**src/rtl/uart_pkg.sv**
```systemverilog
// Shared UART state encoding and timing/parity helpers.
package uart_pkg;

  typedef enum logic [2:0] {IDLE, START, DATA, PARITY, STOP} uart_state_e;

  // Cycles per bit: base at sel=3, doubling for each step down.
  function automatic int unsigned bit_period(input int unsigned base, input logic [1:0] sel);
    return base << (2'd3 - sel);
  endfunction

  // Callers zero-extend narrower words; the extra zeros leave the XOR unchanged.
  function automatic logic parity(input logic [8:0] data, input logic odd);
    return (^data) ^ odd;
  endfunction

endpackage

```
**src/rtl/uart_bit_timer.sv**
```systemverilog
// Loadable bit-period down-counter; period is captured on load and auto-reloads.
module uart_bit_timer #(
  parameter int W = 8
) (
  input  logic         clk_in,
  input  logic         rst,
  input  logic         load,
  input  logic [W-1:0] period,
  output logic         half_tick,
  output logic         full_tick
);

  logic [W-1:0] per_q;
  logic [W-1:0] cnt;

  always_ff @(posedge clk_in) begin
    if (rst) begin
      per_q <= '0;
      cnt   <= '0;
    end else if (load) begin
      per_q <= period;
      cnt   <= period - W'(1);
    end else if (cnt == '0) begin
      cnt   <= per_q - W'(1);
    end else begin
      cnt   <= cnt - W'(1);
    end
  end

  // Full tick ends each period; half tick lands floor(P/2) cycles before it.
  assign full_tick = (cnt == '0);
  assign half_tick = (cnt == (per_q >> 1));

endmodule

```
**src/rtl/uart_core_param.sv**
```systemverilog
// Full-duplex UART: independent TX and RX FSMs timed from the system clock.
module uart_core_param
  import uart_pkg::*;
#(
  parameter int DATA_W     = 8,
  parameter int BASE_DIV   = 26,
  parameter int PARITY_EN  = 0,
  parameter int PARITY_ODD = 0,
  parameter int STOP_BITS  = 1
) (
  input  logic              clk_in,
  input  logic              rst,
  input  logic [1:0]        baud_sel,
  input  logic [DATA_W-1:0] tx_data,
  input  logic              tx_start,
  output logic              tx_busy,
  output logic              tx_done,
  output logic              tx,
  input  logic              rx,
  output logic [DATA_W-1:0] rx_data,
  output logic              rx_valid,
  output logic              rx_frame_err,
  output logic              rx_par_err
);

  localparam int   CNT_W = $clog2(BASE_DIV * 8 + 1);
  localparam logic ODD   = (PARITY_ODD != 0);

  logic [CNT_W-1:0] per_sel;
  assign per_sel = CNT_W'(bit_period(BASE_DIV, baud_sel));

  // ---------------- TX ----------------
  uart_state_e       tx_st, tx_st_n;
  logic [DATA_W-1:0] tx_sh, tx_sh_n;
  logic [3:0]        tx_bits, tx_bits_n;
  logic              tx_par, tx_par_n, tx_q, tx_d;
  logic              tx_tick, tx_half_unused, tx_accept, tx_last;

  assign tx_accept = (tx_st == IDLE) && tx_start;

  uart_bit_timer #(.W(CNT_W)) u_tx_timer (
    .clk_in    (clk_in),
    .rst       (rst),
    .load      (tx_accept),
    .period    (per_sel),
    .half_tick (tx_half_unused),
    .full_tick (tx_tick)
  );

  always_comb begin
    tx_st_n   = tx_st;
    tx_sh_n   = tx_sh;
    tx_bits_n = tx_bits;
    tx_par_n  = tx_par;
    tx_last   = 1'b0;
    case (tx_st)
      IDLE: if (tx_start) begin
        tx_st_n   = START;
        tx_sh_n   = tx_data;
        tx_par_n  = parity(9'(tx_data), ODD);
        tx_bits_n = '0;
      end
      START: if (tx_tick) tx_st_n = DATA;
      DATA: if (tx_tick) begin
        tx_sh_n = tx_sh >> 1;
        if (tx_bits == 4'(DATA_W - 1)) begin
          tx_bits_n = '0;
          tx_st_n   = (PARITY_EN != 0) ? PARITY : STOP;
        end else begin
          tx_bits_n = tx_bits + 4'd1;
        end
      end
      PARITY: if (tx_tick) tx_st_n = STOP;
      STOP: if (tx_tick) begin
        if (tx_bits == 4'(STOP_BITS - 1)) begin
          tx_st_n = IDLE;
          tx_last = 1'b1;
        end else begin
          tx_bits_n = tx_bits + 4'd1;
        end
      end
      default: tx_st_n = IDLE;
    endcase
    // Line level is registered from the next state so tx never glitches.
    case (tx_st_n)
      START:   tx_d = 1'b0;
      DATA:    tx_d = tx_sh_n[0];
      PARITY:  tx_d = tx_par_n;
      default: tx_d = 1'b1;
    endcase
  end

  always_ff @(posedge clk_in) begin
    if (rst) begin
      tx_st   <= IDLE;
      tx_sh   <= '0;
      tx_bits <= '0;
      tx_par  <= 1'b0;
      tx_q    <= 1'b1;
    end else begin
      tx_st   <= tx_st_n;
      tx_sh   <= tx_sh_n;
      tx_bits <= tx_bits_n;
      tx_par  <= tx_par_n;
      tx_q    <= tx_d;
    end
  end

  assign tx      = tx_q;
  assign tx_busy = (tx_st != IDLE);
  assign tx_done = tx_last;

  // ---------------- RX ----------------
  uart_state_e       rx_st, rx_st_n;
  logic [DATA_W-1:0] rx_sh, rx_sh_n, rx_data_n;
  logic [3:0]        rx_bits, rx_bits_n;
  logic [1:0]        rx_pipe;
  logic              rx_s, rx_prev, rx_fall, rx_load, rx_tick, rx_half;
  logic              rx_pbit, rx_pbit_n, rx_valid_n, rx_fe_n, rx_pe_n;

  assign rx_s    = rx_pipe[1];
  assign rx_fall = rx_prev && !rx_s;
  // Restarting the timer at mid-start aligns later full ticks to bit centres.
  assign rx_load = ((rx_st == IDLE) && rx_fall) || ((rx_st == START) && rx_half);

  uart_bit_timer #(.W(CNT_W)) u_rx_timer (
    .clk_in    (clk_in),
    .rst       (rst),
    .load      (rx_load),
    .period    (per_sel),
    .half_tick (rx_half),
    .full_tick (rx_tick)
  );

  always_comb begin
    rx_st_n    = rx_st;
    rx_sh_n    = rx_sh;
    rx_bits_n  = rx_bits;
    rx_pbit_n  = rx_pbit;
    rx_data_n  = rx_data;
    rx_valid_n = 1'b0;
    rx_fe_n    = rx_frame_err;
    rx_pe_n    = rx_par_err;
    case (rx_st)
      IDLE:  if (rx_fall) rx_st_n = START;
      START: if (rx_half) begin
        rx_st_n   = rx_s ? IDLE : DATA;
        rx_bits_n = '0;
      end
      DATA: if (rx_tick) begin
        rx_sh_n = {rx_s, rx_sh[DATA_W-1:1]};
        if (rx_bits == 4'(DATA_W - 1)) begin
          rx_bits_n = '0;
          rx_st_n   = (PARITY_EN != 0) ? PARITY : STOP;
        end else begin
          rx_bits_n = rx_bits + 4'd1;
        end
      end
      PARITY: if (rx_tick) begin
        rx_pbit_n = rx_s;
        rx_st_n   = STOP;
      end
      STOP: if (rx_tick) begin
        rx_st_n    = IDLE;
        rx_valid_n = 1'b1;
        rx_data_n  = rx_sh;
        rx_fe_n    = !rx_s;
        rx_pe_n    = (PARITY_EN != 0) && (rx_pbit != parity(9'(rx_sh), ODD));
      end
      default: rx_st_n = IDLE;
    endcase
  end

  always_ff @(posedge clk_in) begin
    if (rst) begin
      rx_pipe      <= 2'b11;
      rx_prev      <= 1'b1;
      rx_st        <= IDLE;
      rx_sh        <= '0;
      rx_bits      <= '0;
      rx_pbit      <= 1'b0;
      rx_data      <= '0;
      rx_valid     <= 1'b0;
      rx_frame_err <= 1'b0;
      rx_par_err   <= 1'b0;
    end else begin
      rx_pipe      <= {rx_pipe[0], rx};
      rx_prev      <= rx_s;
      rx_st        <= rx_st_n;
      rx_sh        <= rx_sh_n;
      rx_bits      <= rx_bits_n;
      rx_pbit      <= rx_pbit_n;
      rx_data      <= rx_data_n;
      rx_valid     <= rx_valid_n;
      rx_frame_err <= rx_fe_n;
      rx_par_err   <= rx_pe_n;
    end
  end

endmodule
```
**config.mk**
```make
export PLATFORM = sky130hd
export DESIGN_NAME = uart_core_param
export DESIGN_NICKNAME = d
export VERILOG_FILES = /design/src/rtl/uart_pkg.sv /design/src/rtl/uart_bit_timer.sv /design/src/rtl/uart_core_param.sv
export SDC_FILE = /design/constraint.sdc
export NUM_CORES = 1
export LEC_CHECK = 0
export ABC_AREA = 0
export CORE_MARGIN = 4
export CORE_UTILIZATION = 50
export CTS_CLUSTER_SIZE = 20
export DETAILED_ROUTE_END_ITERATION = 12
export DONT_BUFFER_PORTS = 1
export SYNTH_ARGS = -nofsm -noshare
export SYNTH_HDL_FRONTEND = slang
export SYNTH_SLANG_ARGS = --single-unit
```
**constraint.sdc**
```tcl
create_clock -name clk_in -period 6.95 [get_ports clk_in]
set_clock_uncertainty 0.05 [all_clocks]
set_input_delay 0.695 -clock clk_in [delete_from_list [all_inputs] [get_ports clk_in]]
set_output_delay 0.695 -clock clk_in [all_outputs]
set_load 0.005 [all_outputs]
```
==> impl_metrics.ini <==
[grt]
grt_overflow = 0
grtUsageTotal_pct = 20.2
grt_pass1_wl_um = 14600
grt_max_degree = 71
antenna_found_initial = 0
grt_pass1_vias = 2988

[floorplanning]
io_pins = 28
die_x_um = 96.5
die-area_um2 = 9310
row_count = 32
die_y_um = 96.5
coreArea_um2 = 7690
start_util_pct = 50.9

[logic_synthesis]
ys_seq_area_share_pct = 38.3
synth_edf_count = 0
synth_cell_types = 69
syn-num-nets = 490
syn_inst = 467
syn_area_um2 = 3920
ys.warnings.count = 0
syn_avg_cell_area_um2 = 8.39
synthArstFlopShare_pct = 0
synth_seq_cells = 75
ys.flop_type = dfxtp_1

[sta]
worstMarginPinSlew_ps = 929
fmax_mhz = 347
rsz0062_at_grt = no
drv_slew = 0
period_needed_ps = 2880
slew_headroom_pct = 37.5
finalCritPeriodShare_pct = 41.5
setup_tns_ps = 0
hold_violations = 0
setup_violations = 0
whs_ps = 345

[cts]
post_cts_buffers = 0
ctsRootBufferMaster = clkbuf_8
cts_sinks = 75
clock_latency_ps = 360
h-tree-depth = 3
clock_path_buffers = 2
cts_tree = done
clkTransAtPathRegs_ps = 90
cts_inserted_buffers = 9
cts_resized = 0
cts_hold_buf = 0

[layout]
mostFrequentLayoutCell = dfxtp_1
fin_nets = 473
area_growth_pct = 4.82
final_cell_mix = 75 x dfxtp_1, 61 x a21oi_1, 59 x nand2_1
diodes = 0
utilization_pct = 53.4
fin_area_um2 = 4110
drive_gt1_share_pct = 10.1
nFillCells = 746

[min_path]
min_path_type = primary input to flop

[critical_path]
worstSetupEndpointType = flop
worstSetupPathType = flop to flop
worstPathCellList = nor4_4, and2_0, a21oi_1, ha_1, or3b_2, nor3_1, a31o_2, o211ai_1, a21oi_1
cp_slowest_stage_delay_ps = 690
slowest_stage = and2_0
critPathMaxFanout = 14
required_ps = 7150
critPathTopFamily = simple AND/OR/NAND/NOR gates
critPathMostFrequentCell = a21oi_1
ff2ff_setup_slack_ps = 4070
cp_data_arrival_time_ps = 3080
worstSetupStartpointType = flop
critPathBufInv = 0

[place]
dp_hpwl_um = 6090
placedInstanceArea_um2 = 3920
gp_congestion = 0.839
portBuffers = 0

[status]
status = completed

[detailed_routing]
detail_route.first_pass.iterations = 4
drt_iter0_drc = 142
final_antenna_net_count = 0
drc = 0
via_count = 3293
routed_wl_um = 8830
viasPerCell = 5.91
wl_per_cell_um = 15.9

[flow_run]
maxCapViolations = 0

[power]
total_power_w = 0.00106
power_density_nw_per_um2 = 258
peakVddDrop_mv = 0.123
power.leakage_nw = 1.46
==> state kept, by name, summed over array words and instances (netlist names) <==
register	flops
tx_par	1
tx_st	3
rx_frame_err	1
u_rx_timer.per_q	7
tx	1
rx_prev	1
tx_bits	4
u_rx_timer.cnt	8
rx_data	8
rx_pipe	2
rx_sh	8
rx_bits	4
rx_valid	1
u_tx_timer.cnt	8
u_tx_timer.per_q	7
tx_sh	8
rx_st	3
==> where the power goes <==
| part | internal (W) | total [W] | switching [W] |
|---|---|---|---|
| Clock | 0.000136 | 0.000321 | 0.000184 |
| Sequential | 0.000461 | 0.000508 | 0.0000469 |
| Combinational | 0.0000972 | 0.000231 | 0.000134 |
==> layout make-up <==
class	count	area (um^2)	share of cell area [%]
Multi-Input combinational cell	348	2220	54.2
Sequential cell	75	1500	36.6
Tap cell	102	128	3.11
Clock buffer	9	124	3.02
Clock inverter	7	60.1	1.46
Inverter	14	52.6	1.28
Timing Repair Buffer	2	15.0	0.366
==> synthesized netlist by cell type, types with 7 or more instances <==
library cell	n	area share (%)
dfxtp_1	75	38
a21oi_1	61	7.8
nand2_1	59	5.7
nor2_1	28	2.7
nand3_1	22	2.8
clkbuf_1	20	1.9
o21ai_0	15	1.9
xnor2_1	15	3.4
inv_1	14	1.3
xor2_1	11	2.5
a211oi_1	10	1.9
ha_1	9	2.9
nor3_1	9	1.2
nor4_1	8	1.3
a22oi_1	7	1.3
==> stage by stage <==
step / setup slack, ps / std cells
5_1_grt: 3880 / 557
4_1_cts: 4090 / 557
3_5_place_dp: 4100 / 541
2_1_floorplan: 4500 / 467
6_report: 4070 / 557
3_3_place_gp: 4150 / 541
==> per-layer routing <==
layer | up-vias | share of wire [%] | track usage [%]
met2 | 73 | 47 | 31.6
met3 | 11 | 3.9 | 4.03
li1 | 1644 | - | -
met1 | 1565 | 48 | 27.5
met4 | 0 | 1.6 | 7.36
met5 | - | 0 | 0
==> worst paths after layout <==
path | startpoint | endpoint | cells after the start
max | u_rx_timer.cnt[0]$_SDFF_PP0_ | u_rx_timer.cnt[6]$_SDFF_PP0_ | 9
min | rst | rx_data[4]$_SDFFE_PP0P_ | 1
max reg2reg | u_rx_timer.cnt[0]$_SDFF_PP0_ | u_rx_timer.cnt[6]$_SDFF_PP0_ | 9
min reg2reg | rx_pipe[0]$_SDFF_PP1_ | rx_pipe[1]$_SDFF_PP1_ | 1
==> logic make-up (layout without fill, tap and decap cells) <==
logic type	after synthesis	in the layout	share of synthesized area [%]
adder cells (fa/ha/maj)	9	9	2.88
AND/OR/NAND/NOR	173	173	24.4
multiplexers	3	3	0.767
other	1	1	0.0958
XOR/XNOR	26	26	5.81
flip-flops	75	75	38.3
buffers and inverters	44	32	5.08
AO/OA/AOI/OAI	136	136	22.6
Note: power is estimated with default switching activity, not from simulation.
